### config.mk
export PLATFORM = sky130hd
export DESIGN_NAME = matrix_operand_loader
export DESIGN_NICKNAME = d
export VERILOG_FILES = /design/src/rtl/matrix_operand_loader_pkg.sv /design/src/rtl/matrix_operand_loader_collector.sv /design/src/rtl/matrix_operand_loader.sv
export SDC_FILE = /design/constraint.sdc
export NUM_CORES = 1
export LEC_CHECK = 0
export CAP_MARGIN = 0
export CORE_UTILIZATION = 45
export CTS_CLUSTER_SIZE = 16
export DETAILED_ROUTE_END_ITERATION = 7
export PLACE_DENSITY = 0.66
export SLEW_MARGIN = 10
export SYNTH_ARGS = -nofsm -noshare
export SYNTH_HDL_FRONTEND = slang
export SYNTH_HIERARCHICAL = 1
export SYNTH_SLANG_ARGS = --single-unit
### constraint.sdc
create_clock -name clk -period 1.9 [get_ports clk]
set_input_delay 0.38 -clock clk [delete_from_list [all_inputs] [get_ports clk]]
set_output_delay 0.38 -clock clk [all_outputs]
set_load 0.02 [all_outputs]
### src/rtl/matrix_operand_loader_pkg.sv
// Shared definitions for the 3x3 binary matrix datapath: dimensions, FSM encoding,
// and word/index types used by the loader, multiplier and output-side blocks.
package matrix_operand_loader_pkg;

  localparam int DIM   = 3;
  localparam int N     = DIM * DIM;
  localparam int IDX_W = 4;

  typedef logic [N-1:0]     word_t;
  typedef logic [IDX_W-1:0] idx_t;

  localparam idx_t LAST_IDX = idx_t'(N - 1);

  typedef enum logic [2:0] {
    LOAD_A,
    LOAD_B,
    PARITY,
    SETTLE,
    HOLD
  } state_t;

  // The final serial bit lands in the top element on the same edge the word is used,
  // so consumers splice it in rather than reading the shadow one cycle late.
  function automatic word_t merge_last(input word_t shadow, input logic b);
    return {b, shadow[N-2:0]};
  endfunction

endpackage

### src/rtl/matrix_operand_loader_collector.sv
// serial_shift_collector: N-bit shadow register filled one element per transfer,
// with a wrapping element index and a synchronous clear.
module serial_shift_collector
  import matrix_operand_loader_pkg::*;
(
  input  logic  clk,
  input  logic  rst_n,
  input  logic  load_en,
  input  logic  in_bit,
  input  logic  clear,
  output word_t shadow,
  output logic  last
);

  idx_t idx;

  assign last = (idx == LAST_IDX);

  always_ff @(posedge clk or negedge rst_n) begin
    if (!rst_n) begin
      shadow <= '0;
      idx    <= '0;
    end else if (clear) begin
      shadow <= '0;
      idx    <= '0;
    end else if (load_en) begin
      shadow[idx] <= in_bit;
      idx         <= last ? '0 : idx + idx_t'(1);
    end
  end

endmodule

### src/rtl/matrix_operand_loader.sv
// matrix_operand_loader: packs serial A then B into row-major words, commits both to the
// multiplier together and flags the settled product. Optional parity check: LOADER_PARITY_EN.
module matrix_operand_loader
  import matrix_operand_loader_pkg::*;
#(
  parameter int SETTLE_CYCLES = 2
) (
  input  logic  clk,
  input  logic  rst_n,
  input  logic  in_valid,
  input  logic  in_bit,
  output logic  in_ready,
  input  logic  clear,
  output word_t a_out,
  output word_t b_out,
  output logic  c_valid,
  input  logic  ack,
  output logic  err
);

  localparam int SETTLE_W = $clog2(SETTLE_CYCLES + 1);
  localparam logic [SETTLE_W-1:0] SETTLE_LAST = SETTLE_W'(SETTLE_CYCLES - 1);

  state_t              state;
  logic [SETTLE_W-1:0] settle_cnt;
  word_t               a_shadow;
  word_t               shadow;
  word_t               full_word;
  logic                last;
  logic                transfer;
  logic                collect_en;

  // A transfer coinciding with clear is dropped entirely.
  assign transfer   = in_valid && in_ready && !clear;
  assign collect_en = transfer && ((state == LOAD_A) || (state == LOAD_B));
  assign full_word  = merge_last(shadow, in_bit);

  serial_shift_collector u_collector (
    .clk     (clk),
    .rst_n   (rst_n),
    .load_en (collect_en),
    .in_bit  (in_bit),
    .clear   (clear),
    .shadow  (shadow),
    .last    (last)
  );

`ifdef LOADER_PARITY_EN
  logic  par_acc;
  logic  err_q;
  word_t b_shadow;

  assign err = err_q;
`else
  assign err = 1'b0;
`endif

  always_ff @(posedge clk or negedge rst_n) begin
    if (!rst_n) begin
      state      <= LOAD_A;
      settle_cnt <= '0;
      a_shadow   <= '0;
      a_out      <= '0;
      b_out      <= '0;
      c_valid    <= 1'b0;
      in_ready   <= 1'b0;
`ifdef LOADER_PARITY_EN
      par_acc    <= 1'b0;
      err_q      <= 1'b0;
      b_shadow   <= '0;
`endif
    end else begin
`ifdef LOADER_PARITY_EN
      err_q <= 1'b0;
`endif
      if (clear) begin
        state      <= LOAD_A;
        settle_cnt <= '0;
        c_valid    <= 1'b0;
        in_ready   <= 1'b1;
`ifdef LOADER_PARITY_EN
        par_acc    <= 1'b0;
`endif
      end else begin
        case (state)
          LOAD_A: begin
            in_ready <= 1'b1;
            if (transfer) begin
`ifdef LOADER_PARITY_EN
              par_acc <= par_acc ^ in_bit;
`endif
              if (last) begin
                a_shadow <= full_word;
                state    <= LOAD_B;
              end
            end
          end

          LOAD_B: begin
            in_ready <= 1'b1;
            if (transfer) begin
`ifdef LOADER_PARITY_EN
              par_acc <= par_acc ^ in_bit;
              if (last) begin
                b_shadow <= full_word;
                state    <= PARITY;
              end
`else
              if (last) begin
                a_out      <= a_shadow;
                b_out      <= full_word;
                settle_cnt <= '0;
                in_ready   <= 1'b0;
                state      <= SETTLE;
              end
`endif
            end
          end

          PARITY: begin
`ifdef LOADER_PARITY_EN
            in_ready <= 1'b1;
            if (transfer) begin
              par_acc <= 1'b0;
              // Even total weight over 18 data bits plus this bit means a clean load.
              if ((par_acc ^ in_bit) == 1'b0) begin
                a_out      <= a_shadow;
                b_out      <= b_shadow;
                settle_cnt <= '0;
                in_ready   <= 1'b0;
                state      <= SETTLE;
              end else begin
                err_q <= 1'b1;
                state <= LOAD_A;
              end
            end
`else
            in_ready <= 1'b1;
            state    <= LOAD_A;
`endif
          end

          SETTLE: begin
            in_ready <= 1'b0;
            if (settle_cnt == SETTLE_LAST) begin
              c_valid <= 1'b1;
              state   <= HOLD;
            end else begin
              settle_cnt <= settle_cnt + 1'b1;
            end
          end

          HOLD: begin
            in_ready <= 1'b0;
            if (ack) begin
              c_valid  <= 1'b0;
              in_ready <= 1'b1;
              state    <= LOAD_A;
            end
          end

          default: begin
            state    <= LOAD_A;
            in_ready <= 1'b1;
          end
        endcase
      end
    end
  end

endmodule

* Yosys cells after proc, flatten, opt, wreduce, memory -nomap -nowiden
Cells that the tools add are included.
Operators by class: muxes and demuxes 30, bitwise logic cells 1, add/subtract/negate cells 2, equal/unequal tests 12, reduce and logical (&&, ||, !) cells 15, magnitude comparators 2
Operator list (count):
- $mux 3 | 7
- $mux 9 | 2
- $ne 3x3->1 const B | 5
- $mux 4 | 3
- $pmux 3 s4 | 1
- $reduce_and 4->1 | 3
- $bwmux 9 | 1
- $mux 1 | 8
- $mux 2 | 4
- $ne 3x2->1 const B | 2
- $reduce_and 6->1 | 1
- $reduce_bool 3->1 | 2
- $lt 4x5->1 const B | 1
- $add 4x1->4 const B | 1
- $demux 1 s4 | 1
- $eq 4x4->1 const B | 1
- $ge 4x1->1 const B | 1
- $logic_and 1x1->1 | 4
- $pmux 2 s2 | 1
- $eq 3x1->1 const B | 1
- $eq 3x2->1 const B | 1
- $eq 3x3->1 const B | 1
- $logic_not 3->1 | 1
- $pmux 1 s3 | 1
- 8 further kinds | 8
Storage, ports and cells: register bits 47, bits of input ports 6, output and inout port bits 21, word-level logic and storage cells 71

* Longest topological paths before layout
Gate-level depths: netlist (run 1).
depth in word-level cells 7, depth in mapped cells 8

* Hierarchy
Netlist (run 1), hierarchy kept.
By module, submodules not included:
- matrix_operand_loader | times used 1, cells each 99, area an instance 1467.7 µm², sequential area each 850.8 µm²
- serial_shift_collector | times used 1, cells each 74, area an instance 719.4 µm², sequential area each 325.3 µm²

* Worst setup path after synthesis (run 1)
OpenSTA, ideal clock, no wires.
path kind flip-flop to flip-flop, start point reg u_collector.idx[0], end point reg a_out[0], stages on the path, launching flop included 8, data required time 1.775 ns, setup slack -0.057 ns, arrival 1.832 ns, path through dfrtp_1 -> inv_1 -> ha_1 -> nand2_1 -> nor2_1 -> nand4_4 -> buf_6 -> mux2_4
On the way: cells in the longest elaborated chain, start to end 2
RTL lines:
- start: declaration | line matrix_operand_loader_collector.sv:15 | idx_t idx;
- start signal: assignment | line matrix_operand_loader_collector.sv:28 | idx <= last ? '0 : idx + idx_t'(1);
- $eq 4x4->1 | line matrix_operand_loader_collector.sv:17 | assign last = (idx == LAST_IDX);
- named net last | line matrix_operand_loader.sv:29 | logic last;
- $reduce_and 4->1 (no source line)
- end signal: assignment | line matrix_operand_loader.sv:110 | a_out <= a_shadow;
- end: declaration | line matrix_operand_loader.sv:14 | output word_t a_out,
The timed path passes the listed nets, and every way through them passes these cells. A chain may end at the register's enable or synchronous reset.

* Worst setup path in the final report (run 1)
start point reg u_collector.idx[0], end point reg a_out[7]
Same word-level chain as after synthesis.

==> impl_metrics.json, run 1 <==
{
  "violations": "design-rule violations",
  "drt_iter0_drc": 64,
  "syn-instance-count": 169,
  "hold_viol_final": 0,
  "ctsHtreeMaxLevel": 2,
  "path_clk_slew_ns": 0.09,
  "hp-class": "in2async",
  "vias": 1420,
  "grt_max_degree": 47,
  "cts_tree": "yes",
  "synth.yosys.warnings": 6,
  "synth_nets": 180,
  "die-area_mm2": 0.00503,
  "worstSkewPairLatency_ns": 0.30,
  "grt_pass1_vias": 1450,
  "final_common_cell": "dfrtp_1",
  "placedCellCount": 249,
  "grt_util_all_layers_pct": 18.6,
  "max_cap_viol_count": 0,
  "rows": 24,
  "die_y_um": 71.0,
  "ff_latch_area_mm2": 0.00115,
  "stdcell_area_mm2": 0.00267,
  "rsz0062_at_grt": "no",
  "grt_pass1_wl_mm": 7.09,
  "mostFrequentLayoutCells": "dfrtp_1, clkdlybuf4s50_1, mux2_2",
  "viasPerCell": 5.53,
  "firstDrtPassIters": 8,
  "maxSlewHeadroom_pct": 62.5,
  "ir_drop_mv": 0.416,
  "synth_area_mm2": 0.00214,
  "pin_count": 27,
  "finalPower_w": 0.00196,
  "finalSetupTns_ns": 0,
  "gp_congestion": 0.779,
  "coreArea_mm2": 0.00447,
  "leakage_nw": 1.28,
  "endpoint_kind": "flip-flop",
  "p_per_area_mw_per_mm2": 735,
  "min_period_ns": 1.74,
  "clock_path_buffers": 2,
  "critical_path.startpoint_type": "flip-flop",
  "syn_avg_cell_area_um2": 12.7,
  "antenna_cells": 0,
  "port_buffers": 25,
  "finalMaxSlewViolations": 0,
  "cts.sink_count": 46,
  "fin_crit_sh_pct": 91.5,
  "fill_cells": 342,
  "critPathMaxFanout": 18,
  "instances_no_fill": 257,
  "ant_nets": 0,
  "grt-ovfl-total": 0,
  "hpwl_mm": 2.84,
  "required_ns": 2.09,
  "cts_buffers": 5,
  "routed_wl_mm": 4.05,
  "setup-violations-final": 0,
  "finalNetCount": 215,
  "final_layout_size_suffix_gt1_share_pct": 27.8,
  "grt_antenna_before_repair": 0,
  "hold_buffers": 0,
  "outcome": "complete, but fails checks",
  "finalClockSkew_ns": 0.00842,
  "arrival_ns": 1.93,
  "wl_per_cell_um": 15.8,
  "crit_type": "reg2reg",
  "dpl_cell_area_mm2": 0.00252,
  "drcViolationCount": 3,
  "start_util_pct": 47.8,
  "root_buffer": "clkbuf_8",
  "tightest_slew_ns": 0.563,
  "die_x_um": 71.0,
  "fmax_ghz": 0.575,
  "area_delta_synth_final_pct": 24.9,
  "multi_input_area_um2": 911
}
-- final timing paths --
kind                       depth (start not counted)                    to                            from  slack (ns)
setup / recovery                                   7  a_out[7]$_DFFE_PN0P_  u_collector/idx[0]$_DFFE_PN0P_        0.16
max in group asynchronous                          2  a_out[5]$_DFFE_PN0P_                           rst_n        1.36
hold reg to reg                                    1  a_out[1]$_DFFE_PN0P_         a_shadow[1]$_DFFE_PN0P_        0.50
min in group clk                                   1  a_out[1]$_DFFE_PN0P_         a_shadow[1]$_DFFE_PN0P_        0.50
hold / removal                                     2  a_out[0]$_DFFE_PN0P_                           rst_n        0.15
setup reg to reg                                   7  a_out[7]$_DFFE_PN0P_  u_collector/idx[0]$_DFFE_PN0P_        0.16
-- sequential cells by signal (all words and copies together), names as in the netlist --
| signal | count |
|---|---|
| a_out | 9 |
| c_valid | 1 |
| a_shadow | 9 |
| u_collector/idx | 4 |
| settle_cnt | 2 |
| state | 3 |
| u_collector/shadow | 8 |
| b_out | 9 |
| in_ready | 1 |
-- metal layers --
layer	global-route usage (%)	share of wire, %	up-vias
met5	0	0	-
met4	6.89	1.4	0
met3	4.99	3.2	6
met2	30.6	49	24
met1	23.7	46	716
li1	-	-	674
-- what timing repair did --
| item | in CTS | in global routing |
|---|---|---|
| endpoints found under the setup margin | 0 | 10 |
| setup buffers | 0 | 0 |
| resized for setup | 0 | 1 |
-- layout make-up --
| cell class | instances | area share (%) |
|---|---|---|
| Clock inverter | 2 | 2.25 |
| Inverter | 4 | 0.562 |
| Tap cell | 52 | 2.43 |
| Timing Repair Buffer | 39 | 14.5 |
| Sequential cell | 46 | 43.1 |
| Clock buffer | 6 | 3.09 |
| Multi-Input combinational cell | 108 | 34.1 |
-- metrics by stage --
step | util, % | hold WS (ns) | setup slack [ns]
floorplan | - | 0.0844 | 0.0748
detailed placement | 56.4 | 0.490 | -0.0873
CTS | 59.6 | 0.173 | 0.0966
global placement | 56.4 | 0.485 | -0.0577
finish | 59.7 | 0.155 | 0.162
global route | 59.7 | 0.199 | 0.0577
-- power by group --
group          total [W]  leakage [nW]  internal (W)  switching (W)
Clock           0.000888        0.0714      0.000561       0.000327
Sequential      0.000984         0.637      0.000981     0.00000214
Combinational  0.0000920         0.569     0.0000350      0.0000570
Total            0.00196          1.28       0.00158       0.000386
-- worst max-delay path: stages (launching register included) --
cell     delay [ns]
dfrtp_1        0.38
inv_1          0.10
ha_1           0.18
nand2_1        0.12
nor2_4         0.19
nand4_4        0.14
buf_12         0.20
mux2_4         0.30
Note: power is estimated with default switching activity, not from simulation.
==> inputs of run 2 (changes only) <==
--- a/config.mk
+++ b/config.mk
@@ -5,7 +5,7 @@
 export SDC_FILE = /design/constraint.sdc
 export NUM_CORES = 1
 export LEC_CHECK = 0
-export CAP_MARGIN = 0
+export CAP_MARGIN = 10
 export CORE_UTILIZATION = 45
 export CTS_CLUSTER_SIZE = 16
 export DETAILED_ROUTE_END_ITERATION = 7
==> results of run 2 <==
Same layout as run 1: the final DEF is identical, and so are final timing and power.
==> inputs of run 3 (changes only) <==
--- a/config.mk
+++ b/config.mk
@@ -6,12 +6,13 @@
 export NUM_CORES = 1
 export LEC_CHECK = 0
 export CAP_MARGIN = 10
-export CORE_UTILIZATION = 45
+export CORE_UTILIZATION = 49
 export CTS_CLUSTER_SIZE = 16
 export DETAILED_ROUTE_END_ITERATION = 7
-export PLACE_DENSITY = 0.66
+export PLACE_DENSITY = 0.72
 export SLEW_MARGIN = 10
 export SYNTH_ARGS = -nofsm -noshare
 export SYNTH_HDL_FRONTEND = slang
 export SYNTH_HIERARCHICAL = 1
 export SYNTH_SLANG_ARGS = --single-unit
+export TNS_END_PERCENT = 1
==> impl_metrics.json, run 3 (synthesis gave the netlist of run 1 again) <==
{
  "outcome": "completed",
  "grt_pass1_vias": 1332,
  "hpwl_mm": 2.88,
  "critPathBufInv": 2,
  "worstSkewPairLatency_ns": 0.30,
  "p_int_w": 0.00131,
  "wl_per_cell_um": 15.0,
  "crit_chain": "inv_1 > ha_1 > nand2_1 > nor2_2 > nand4b_2 > buf_4 > mux2_2",
  "dpl_worst_slack_ns": -0.130,
  "finalClockSkew_ns": 0.00643,
  "min_period_ns": 1.81,
  "area_delta_synth_final_pct": 21.9,
  "coreArea_mm2": 0.00409,
  "finalNetCount": 217,
  "port_buffers": 25,
  "cp.depth": 7,
  "cts_tree": "yes",
  "setup-violations-final": 0,
  "root_buffer": "clkbuf_8",
  "p_per_area_mw_per_mm2": 644,
  "postCtsResizedCells": 0,
  "path_clk_slew_ns": 0.08,
  "endpoint_kind": "flip-flop",
  "cp_slowest_cell": "dfrtp_1",
  "cts.sink_count": 46,
  "multi_input_area_um2": 906,
  "rows": 23,
  "drt_iter0_drc": 71,
  "grt_antenna_before_repair": 0,
  "hold_buffers": 0,
  "drcViolationCount": 0,
  "postCtsSetupRepairBufs": 0,
  "maxSlewHeadroom_pct": 64.8,
  "finalPower_w": 0.00168,
  "die_y_um": 68.1,
  "finalMaxSlewViolations": 0,
  "grt_util_all_layers_pct": 18.8,
  "crit_type": "reg2reg",
  "final_common_cell": "dfrtp_1",
  "ant_nets": 0,
  "antenna_cells": 0,
  "tightest_slew_ns": 0.527,
  "die-area_mm2": 0.00463,
  "clockPowerShare_pct": 36.0,
  "viasPerCell": 5.44,
  "power_frac_seq_pct": 58.5,
  "crit_path_max_incr_delay_ns": 0.38,
  "critPathMaxFanout": 7,
  "firstDrtPassIters": 4,
  "ff_latch_area_mm2": 0.00115,
  "start_util_pct": 52.4,
  "fill_cells": 332,
  "rsz0062_at_grt": "no",
  "pin_count": 27,
  "ctsHtreeMaxLevel": 2,
  "grt-ovfl-total": 0,
  "leakage_nw": 1.25,
  "grt_pass1_wl_mm": 6.25,
  "fin_crit_sh_pct": 95.2,
  "switchingPower_w": 0.000372,
  "setup_ws_ns": 0.0908,
  "gp_congestion": 0.791,
  "routed_wl_mm": 3.86,
  "reg2reg_depth": 7,
  "fmax_ghz": 0.553,
  "reg.largest.list": "a_out (9), a_shadow (9), b_out (9)",
  "hold_viol_final": 0,
  "grt_max_degree": 25,
  "max_cap_viol_count": 0,
  "comb_power_share_pct": 5.4,
  "clock_path_buffers": 2,
  "switching_share_pct": 22.1,
  "hp-class": "in2async",
  "arrival_ns": 1.99,
  "ir_drop_mv": 0.308,
  "required_ns": 2.08,
  "die_x_um": 68.1,
  "critical_path.startpoint_type": "flip-flop",
  "final_layout_size_suffix_gt1_share_pct": 28.5,
  "vias": 1399,
  "mostFrequentLayoutCells": "dfrtp_1, clkdlybuf4s50_1, mux2_2",
  "crit_family": "simple AND/OR/NAND/NOR gates",
  "cts_buffers": 5
}
==> run 3: cell count changes in the layout (fill, tap and decap cells not counted) <==
cell	previous run	this run
nor2_4	1	0
buf_4	11	15
clkinv_2	0	1
buf_12	3	1
nor2_2	1	2
clkinvlp_4	0	1
bufinv_16	2	0
==> run 3: final cells by class <==
cell class,count,area share (%)
flip-flops and latches,46,44.1
multi-input cells,108,34.7
repair buffers,41,14.5
clock buffers,6,3.17
well taps,50,2.40
inverters,4,0.576
clock inverters,2,0.480
==> run 3: routing by layer <==
| metal | vias up | track usage, % | share of wire [%] |
|---|---|---|---|
| met1 | 691 | 23.3 | 44 |
| met2 | 27 | 31.0 | 51 |
| met5 | - | 0 | 0 |
| li1 | 675 | - | - |
| met4 | 0 | 7.55 | 1.5 |
| met3 | 6 | 5.00 | 3.5 |
==> run 3: worst paths after layout <==
path / from / to / slack, ns
min in group clk: a_shadow[2]$_DFFE_PN0P_ / a_out[2]$_DFFE_PN0P_ / 0.51
max in group asynchronous: rst_n / u_collector/shadow[1]$_DFFE_PN0P_ / 1.27
setup reg to reg: u_collector/idx[0]$_DFFE_PN0P_ / a_shadow[7]$_DFFE_PN0P_ / 0.09
setup / recovery: u_collector/idx[0]$_DFFE_PN0P_ / a_shadow[7]$_DFFE_PN0P_ / 0.09
hold reg to reg: a_shadow[2]$_DFFE_PN0P_ / a_out[2]$_DFFE_PN0P_ / 0.51
hold / removal: rst_n / u_collector/shadow[0]$_DFFE_PN0P_ / 0.05
==> run 3: stage by stage <==
| step | std cells | setup TNS (ns) | hold WS (ns) | utilization, % | cell area (µm²) |
|---|---|---|---|---|---|
| floorplan | 169 | 0 | 0.0844 | - | 2140 |
| global placement | 249 | -0.820 | 0.388 | 61.5 | 2510 |
| detailed placement | 249 | -2.13 | 0.393 | 61.5 | 2510 |
| CTS | 257 | 0 | 0.0638 | 63.8 | 2610 |
| global route | 257 | 0 | 0.0716 | 63.8 | 2610 |
| finish | 257 | 0 | 0.0523 | 63.8 | 2610 |
==> run 3: power by group through the flow <==
stage / logic (W) / clock network (W) / registers [W]
floorplan: 0.0000412 / 0 / 0.00100
global placement: 0.0000887 / 0 / 0.00100
detailed placement: 0.0000928 / 0 / 0.00100
CTS: 0.0000931 / 0.000637 / 0.000984
global route: 0.000102 / 0.000678 / 0.000985
finish: 0.0000911 / 0.000605 / 0.000984
==> run 3: worst reg2reg max path: cells and delay by family, from the launching register on <==
| family | cells | cell delay, ns |
|---|---|---|
| and+or+nand+nor | 3 | 0.54 |
| DFF | 1 | 0.38 |
| buffers and inverters | 2 | 0.31 |
| muxes | 1 | 0.28 |
| adders and majority gates | 1 | 0.18 |
